--- src/rtl/icache_mem_arbiter.sv ---
// Shares one word-wide memory port between icache refills and the data-side requester.
// Round-robin grant, one transaction in flight, per-transaction timeout with a sticky bus_err.
//
// state | meaning
// IDLE  | no transaction; sample requests and grant round-robin
// ISSUE | mem_valid high with a frozen payload until mem_ready
// WAIT  | waiting for mem_rvalid (read data or write acknowledge)
// RESP  | one-cycle ic_fetch or d_done pulse, then back to IDLE
module icache_mem_arbiter #(
    parameter int ADDR_W         = 20,
    parameter int DATA_W         = 32,
    parameter int TIMEOUT_CYCLES = 255
) (
    input  logic              CLK,
    input  logic              RST_N,
    input  logic              ic_miss,
    input  logic [ADDR_W-1:0] ic_addr,
    output logic              ic_fetch,
    output logic [DATA_W-1:0] ic_wdata,
    input  logic              d_req,
    input  logic              d_we,
    input  logic [ADDR_W-1:0] d_addr,
    input  logic [DATA_W-1:0] d_wdata,
    output logic              d_done,
    output logic [DATA_W-1:0] d_rdata,
    output logic              mem_valid,
    input  logic              mem_ready,
    output logic              mem_we,
    output logic [ADDR_W-1:0] mem_addr,
    output logic [DATA_W-1:0] mem_wdata,
    input  logic              mem_rvalid,
    input  logic [DATA_W-1:0] mem_rdata,
    output logic              bus_err
);

    localparam logic [1:0] S_IDLE  = 2'd0;
    localparam logic [1:0] S_ISSUE = 2'd1;
    localparam logic [1:0] S_WAIT  = 2'd2;
    localparam logic [1:0] S_RESP  = 2'd3;
    localparam logic [7:0] TO_LAST = 8'(TIMEOUT_CYCLES - 1);

    logic [1:0]        state;
    logic              last_d;
    logic              owner_d;
    logic              we_q;
    logic [ADDR_W-1:0] addr_q;
    logic [DATA_W-1:0] wdata_q;
    logic [7:0]        to_cnt;
    logic              grant_i;
    logic              grant_d;
    logic              timeout;
    logic              unused_addr_lsbs;

    // On a tie the requester that did not win last time gets the port.
    assign grant_i = ic_miss & (~d_req | last_d);
    assign grant_d = d_req & (~ic_miss | ~last_d);

    // Counter value this cycle is (cycles already spent in ISSUE/WAIT); this is the last allowed one.
    assign timeout = (to_cnt >= TO_LAST);

    assign unused_addr_lsbs = ^{ic_addr[1:0], d_addr[1:0]};

    assign mem_valid = (state == S_ISSUE);
    assign mem_we    = we_q;
    assign mem_addr  = addr_q;
    assign mem_wdata = wdata_q;
    assign ic_fetch  = (state == S_RESP) & ~owner_d;
    assign d_done    = (state == S_RESP) & owner_d;

    always_ff @(posedge CLK) begin
        if (!RST_N) begin
            state    <= S_IDLE;
            last_d   <= 1'b1;
            owner_d  <= 1'b0;
            we_q     <= 1'b0;
            addr_q   <= '0;
            wdata_q  <= '0;
            to_cnt   <= '0;
            ic_wdata <= '0;
            d_rdata  <= '0;
            bus_err  <= 1'b0;
        end else begin
            case (state)
                S_IDLE: begin
                    if (grant_i || grant_d) begin
                        owner_d <= grant_d;
                        last_d  <= grant_d;
                        we_q    <= grant_d & d_we;
                        addr_q  <= grant_d ? {d_addr[ADDR_W-1:2], 2'b00}
                                           : {ic_addr[ADDR_W-1:2], 2'b00};
                        wdata_q <= grant_d ? d_wdata : '0;
                        to_cnt  <= '0;
                        state   <= S_ISSUE;
                    end
                end
                S_ISSUE: begin
                    to_cnt <= to_cnt + 8'd1;
                    if (mem_ready) begin
                        state <= S_WAIT;
                    end else if (timeout) begin
                        if (owner_d) d_rdata <= '0;
                        else         ic_wdata <= '0;
                        bus_err <= 1'b1;
                        state   <= S_RESP;
                    end
                end
                S_WAIT: begin
                    to_cnt <= to_cnt + 8'd1;
                    // A response arriving on the timeout cycle still counts as good.
                    if (mem_rvalid) begin
                        if (owner_d) d_rdata <= we_q ? '0 : mem_rdata;
                        else         ic_wdata <= mem_rdata;
                        state <= S_RESP;
                    end else if (timeout) begin
                        if (owner_d) d_rdata <= '0;
                        else         ic_wdata <= '0;
                        bus_err <= 1'b1;
                        state   <= S_RESP;
                    end
                end
                default: begin
                    state <= S_IDLE;
                end
            endcase
        end
    end

endmodule

--- config.mk ---
export PLATFORM = sky130hd
export DESIGN_NAME = icache_mem_arbiter
export DESIGN_NICKNAME = d
export VERILOG_FILES = /design/src/rtl/icache_mem_arbiter.sv
export SDC_FILE = /design/constraint.sdc
export NUM_CORES = 1
export LEC_CHECK = 0
export ABC_AREA = 1
export CORE_ASPECT_RATIO = 0.8
export CORE_MARGIN = 1
export CORE_UTILIZATION = 37
export DETAILED_ROUTE_END_ITERATION = 7
export GPL_TIMING_DRIVEN = 0
export PLACE_DENSITY = 0.84
export SLEW_MARGIN = 20
export SYNTH_ARGS = -nofsm -noshare
export SYNTH_HDL_FRONTEND = slang
export SYNTH_SLANG_ARGS = --single-unit
export TNS_END_PERCENT = 5
--- constraint.sdc ---
create_clock -name CLK -period 1.59 [get_ports CLK]
set_input_delay 0.477 -clock CLK [delete_from_list [all_inputs] [get_ports CLK]]
set_output_delay 0.477 -clock CLK [all_outputs]
set_load 0.02 [all_outputs]
=== Yosys cells after proc, flatten, opt, wreduce, memory -nomap -nowiden ===
Index checks and enable logic that the tools add are counted.

* Flip-flop bits (word level): 130
* Input bits: 111
* Logic and storage cells: 67

* Add/subtract/negate cells: 1
* $lt $le $gt $ge: 1
* Equality and inequality tests: 8
* Mux-type cells: 26
* Bitwise logic cells: 11
* Reduce and logical (&&, ||, !) cells: 10

{| class="wikitable"
|+ Operators by type and width
! kind !! number
|-
| 2-to-1 mux 32 bit || 12
|-
| one-hot mux 32 bit (2 select lines) || 2
|-
| 2-to-1 mux 20 bit || 1
|-
| one-hot mux 8 bit (2 select lines) || 1
|-
| AND reduction 3 bit || 3
|-
| adder 8 x 1 -> 8 bit, second input constant || 1
|-
| >= comparator 8 bit, second input constant || 1
|-
| 2-to-1 mux 2 bit || 4
|-
| 2-to-1 mux 8 bit || 1
|-
| != test 2 bit, second input constant || 3
|-
| != test 3 bit, second input constant || 2
|-
| one-hot mux 2 bit (3 select lines) || 1
|-
| bitwise AND 1 bit || 5
|-
| equality test 2 bit, second input constant || 2
|-
| inverter 1 bit || 4
|-
| AND reduction 2 bit || 2
|-
| nonzero test 2 bit || 2
|-
| 2-to-1 mux 1 bit || 3
|-
| equality test 2 x 1 -> 1 bit, second input constant || 1
|-
| logical NOT 2 bit || 1
|-
| OR 1 bit || 2
|-
| one-hot mux 1 bit (2 select lines) || 1
|-
| OR reduction 2 bit || 1
|-
| logical OR 1 bit || 1
|}

=== Logic depth before layout (Yosys ltp) ===
Gate-level depths: netlist of run 1.

* Depth in word-level cells: 6
* Gate-level depth with buffers: 10
* Gate-level depth less buffers: 10

=== Worst setup path after synthesis of run 1 ===
Ideal clock, no wire load.

* Path kind: register to register
* Start point: register state[0]
* End point: register d_rdata[10]
* Arrival time: 1.625 ns
* Path slack: -0.105 ns
* Cell stages (with the launch flop): 9
* Path buffers: 1
* Cell sequence: dfxtp_1 -> inv_1 -> ha_1 -> nand2_1 -> inv_1 -> nand3_1 -> clkbuf_1 -> nand2_1 -> a21oi_1

* Cells in the longest elaborated chain, start to end: 3
* Elaborated cells between the ends (all ways): 7
* Those cells by class: eq/ne: 4; mux: 1; reduce/logical: 2

{| class="wikitable"
|+ RTL lines
! item !! RTL line !! text
|-
| start, declared || 42 || <nowiki>logic [1:0] state;</nowiki>
|-
| start signal, assigned || 72 || <nowiki>state <= S_IDLE;</nowiki>
|-
| start signal, assigned || 93 || <nowiki>state <= S_ISSUE;</nowiki>
|-
| start signal, assigned || 99 || <nowiki>state <= S_WAIT;</nowiki>
|-
| equality test 2 bit / equality test 2 x 1 -> 1 bit (equally long branches) || 83 || <nowiki>case (state)</nowiki>
|-
| != test 3 bit (no line), or another cell as far along || -- ||
|-
| AND reduction 3 bit (no line) || -- ||
|-
| end signal, assigned || 111 || <nowiki>if (owner_d) d_rdata <= we_q ? '0 : mem_rdata;</nowiki>
|-
| end, declared || 25 || <nowiki>output logic [DATA_W-1:0] d_rdata,</nowiki>
|}

Parallel ways exist; a longest one is shown, timed or not.
A chain may end at the register's enable or synchronous reset.

=== Worst setup path after layout of run 1 ===
* Start point: register state[1]
* End point: output port d_done

* Cells in the longest elaborated chain, start to end: 2

{| class="wikitable"
|+ RTL lines
! item !! RTL line !! text
|-
| equality test 2 bit || 68 || <nowiki>assign d_done = (state == S_RESP) & owner_d;</nowiki>
|-
| bitwise AND 1 bit || 68 ||
|-
| end, declared || 24 || <nowiki>output logic d_done,</nowiki>
|}

Every way passes these cells.

==> impl_results.md, run 1 <==
- Status: finished with violations
- Failing checks: negative setup slack
- WP data arrival: 1280 ps
- Starting Density: 0.381
- Tot GR Track Use: 0.237
- Vias in the first global route: 5085
- Clock Path Buffers: 2
- Top cells by area, synth: dfxtp_1 52%, nand2_1 19%, a21oi_1 11%
- Reg2Reg Depth: 8
- Setup TNS Final: -1030 ps
- Sequential share of the synthesized area: 0.521
- N_diodes: 0
- Die ar.: 0.0138 sq mm
- Top Ports: 232
- Via Count: 5325
- CTS tree: yes
- Clk_skew: 10.2 ps
- Mux contribution to synthesized area: 0
- Static leakage: 3.36 nW
- Row count: 37
- DR DRC count: 0
- RSZ-0062 raised after global routing: yes
- Critical path class: reg2out
- Via-per-instance ratio: 4.88
- Post-Synthesis Cells: 647
- Post-synthesis xor/xnor area fraction: 0.00356
- Syn Std Cell Area: 0.00492 sq mm
- R2r endpoint: ic_wdata[1]$_SDFFE_PN0P_
- Multi-input gate area: 0.00228 sq mm
- Yosys reg bits: 128
- Post-route setup slack: -170 ps
- # hold bufs at CTS: 0
- CTS Buf Count: 17
- Endpoints failing hold: 0
- Antenna violations before repair: 0
- Largest net degree at the start of global routing: 17
- Register area: 0.00257 sq mm
- Clock slew at reported path FFs: 60 ps
- Hold Slack: 448 ps
- Worst Tran Pin Value: 662 ps
- 1st-iter DRT viols: 333
- Synth Area in Compound Gates: 0.157
- Post-Syn Area per Cell: 7.60 sq um
- CTS Sinks: 128
- Tightest Hold Check Type: reg2reg
- Fin crit share: 1.11
- Clk Latency, worst-skew pair: 400 ps
- Root Driver: clkbuf_16
- Total grt overflow: 0
- Htree depth: 4
- Die W: 131 microns
- Worst hold stages: 2
- Post-Route WL: 16.4 mm
- P&R area growth vs syn: 70.1%
- Fin cells: 1092
- Total Nets Final: 1022
- Critical path startpoint category: flip-flop
- YS warnings: 0
- Mean routed wirelength per cell: 15.1 microns
- Worst endpoint required time: 1110 ps
- Post-Synth Adder-Cell Area: 0.0178
- First-pass GRT wire length: 25.2 mm
- Core area: 0.0129 sq mm
- Final core occ: 0.648
- Rel. slew slack: 0.558
- Hold Path Origin: bus_err$_SDFFE_PN0P_
- Origin of the critical flop-to-flop path: state[0]$_SDFFE_PN0P_
- CP max FO: 4
- Final min period: 1760 ps
- Largest area contributor in the netlist: dfxtp_1
- Leading cell type in the layout, fill and taps excluded: nand2_1
- RePlAce Congestion: 0.856
- Reg2Reg Setup Slack: -60 ps
- Chip Height: 105 microns
- Ratio of cells with drive above 1 in the final layout: 0.166
- DP Cell Count: 1048
- Final HPWL DP: 11.4 mm
- Pre-antenna DRT Iters: 7
- Fillcell total: 1068
- Maximum clock rate: 568 MHz
- Max-cap violations: 0
- Overall Power: 9.63 mW
- Distinct cells, synth: 30
- I/O Buffers: 225
- Synth Area in Simple Gates: 0.238
- Worst vdd ir: 0.000768 V
- Crit. Startpoint: state[1]$_SDFFE_PN0P_
- CP Capture Type: output port
- Largest family of logic cells by synthesized area: simple AND/OR/NAND/NOR gates
- Commonest non-fill, non-tap cells in the layout: 237 x nand2_1, 123 x dfxtp_1, 105 x clkdlybuf4s50_1
- # setup viols final: 24
- End of the critical path: d_done
- Pins Over Slew Limit: 0
- PD cells: 1150 mW/mm^2
- Share of the synthesized area in the top cell type: 0.521
- Routed Antenna Nets: 0
[metal layers]
| metal | vias up | GRT usage | wire [microns] |
|---|---|---|---|
| met2 | 191 | 0.390 | 7880 |
| met4 | 0 | 0.0690 | 256 |
| met3 | 20 | 0.0778 | 1110 |
| met1 | 2486 | 0.292 | 7190 |
| met5 | - | 0 | 0 |
| li1 | 2628 | - | - |
[per-stage QoR]
step	instance area, sq um	setup slack, ps
global route	8370	-210
detailed placement	7430	-730
global placement	7430	-725
CTS	8130	-182
finish	8370	-170
floorplan	4960	4.54
[critical path, cell delays in order, from the launching register on]
cell and delay [ps]:
dfxtp_4 370, buf_6 120, ha_4 160, nand2_1 60, inv_1 40, buf_6 120
[cell type report]
cell class              count  share of cell area
plain buffers              42              0.0407
clock buffers              19              0.0517
clock inverters            13              0.0215
inverters                  26              0.0127
multi-input cells         452               0.272
flip-flops and latches    128               0.308
well taps                 175              0.0262
repair buffers            237               0.267
[report_power, final]
part / total [mW] / internal (mW) / switching (mW)
clock network: 4.06 / 2.51 / 1.55
logic: 2.00 / 0.850 / 1.15
registers: 3.57 / 3.43 / 0.144
total: 9.63 / 6.79 / 2.84
[kinds of logic (layout without fill, tap and decap cells)]
group | Yosys count | after routing
flip-flops | 128 | 128
AO/OA/AOI/OAI | 149 | 149
other | 1 | 2
AND/OR/NAND/NOR | 292 | 292
XOR/XNOR | 2 | 2
buffers and inverters | 68 | 337
adder cells (fa/ha/maj) | 7 | 7
[state kept, by name, summed over array words and instances (netlist names)]
register   cells
bus_err        1
d_rdata       32
ic_wdata      32
last_d         1
mem_addr      18
mem_wdata     32
mem_we         1
owner_d        1
state          2
to_cnt         8
[worst min-delay path by stage]
stage	end
5_1_grt	mem_wdata[13]$_SDFFE_PN0P_
2_1_floorplan	last_d$_SDFFE_PN1P_
6_report	bus_err$_SDFFE_PN0P_
3_3_place_gp	bus_err$_SDFFE_PN0P_
3_5_place_dp	bus_err$_SDFFE_PN0P_
4_1_cts	bus_err$_SDFFE_PN0P_
[cell usage after synthesis]
| master | instances |
|---|---|
| inv_1 | 23 |
| nand3b_1 | 1 |
| nand4_1 | 3 |
| nor3_2 | 1 |
| buf_1 | 1 |
| buf_6 | 3 |
| nand3_1 | 25 |
| o21ai_2 | 1 |
| clkbuf_1 | 23 |
| nor3_1 | 2 |
| buf_2 | 13 |
| buf_4 | 2 |
| nor2_2 | 1 |
| conb_1 | 1 |
| a21oi_1 | 106 |
| inv_2 | 2 |
| xor2_1 | 1 |
| nand2_2 | 1 |
| o21ai_0 | 22 |
| or2_2 | 1 |
| nand2_1 | 245 |
| nor4_4 | 1 |
| dfxtp_1 | 128 |
| a31oi_1 | 18 |
| ha_1 | 7 |
| a211oi_1 | 1 |
| clkinv_1 | 1 |
| xnor2_1 | 1 |
| o21ai_1 | 1 |
| nor2_1 | 11 |
[timing repair]
action,CTS,global route
setup buffers,7,3
cloned,2,0
gates resized for setup,197,153
setup endpoints to repair,236,191
pin swaps,7,32
Power figures use the tool's default switching activity.
==> run 2, diff against run 1 <==
--- a/config.mk
+++ b/config.mk
@@ -12,7 +12,7 @@
 export DETAILED_ROUTE_END_ITERATION = 7
 export GPL_TIMING_DRIVEN = 0
 export PLACE_DENSITY = 0.84
-export SLEW_MARGIN = 20
+export SLEW_MARGIN = 0
 export SYNTH_ARGS = -nofsm -noshare
 export SYNTH_HDL_FRONTEND = slang
 export SYNTH_SLANG_ARGS = --single-unit
==> results of run 2 <==
The final DEF is identical to that of run 1; final timing and power are the same.
==> run 3, diff against run 2 <==
--- a/config.mk
+++ b/config.mk
@@ -12,7 +12,7 @@
 export DETAILED_ROUTE_END_ITERATION = 7
 export GPL_TIMING_DRIVEN = 0
 export PLACE_DENSITY = 0.84
-export SLEW_MARGIN = 0
+export SLEW_MARGIN = 15
 export SYNTH_ARGS = -nofsm -noshare
 export SYNTH_HDL_FRONTEND = slang
 export SYNTH_SLANG_ARGS = --single-unit
==> results of run 3 <==
The final DEF is identical to that of run 1; final timing and power are the same.
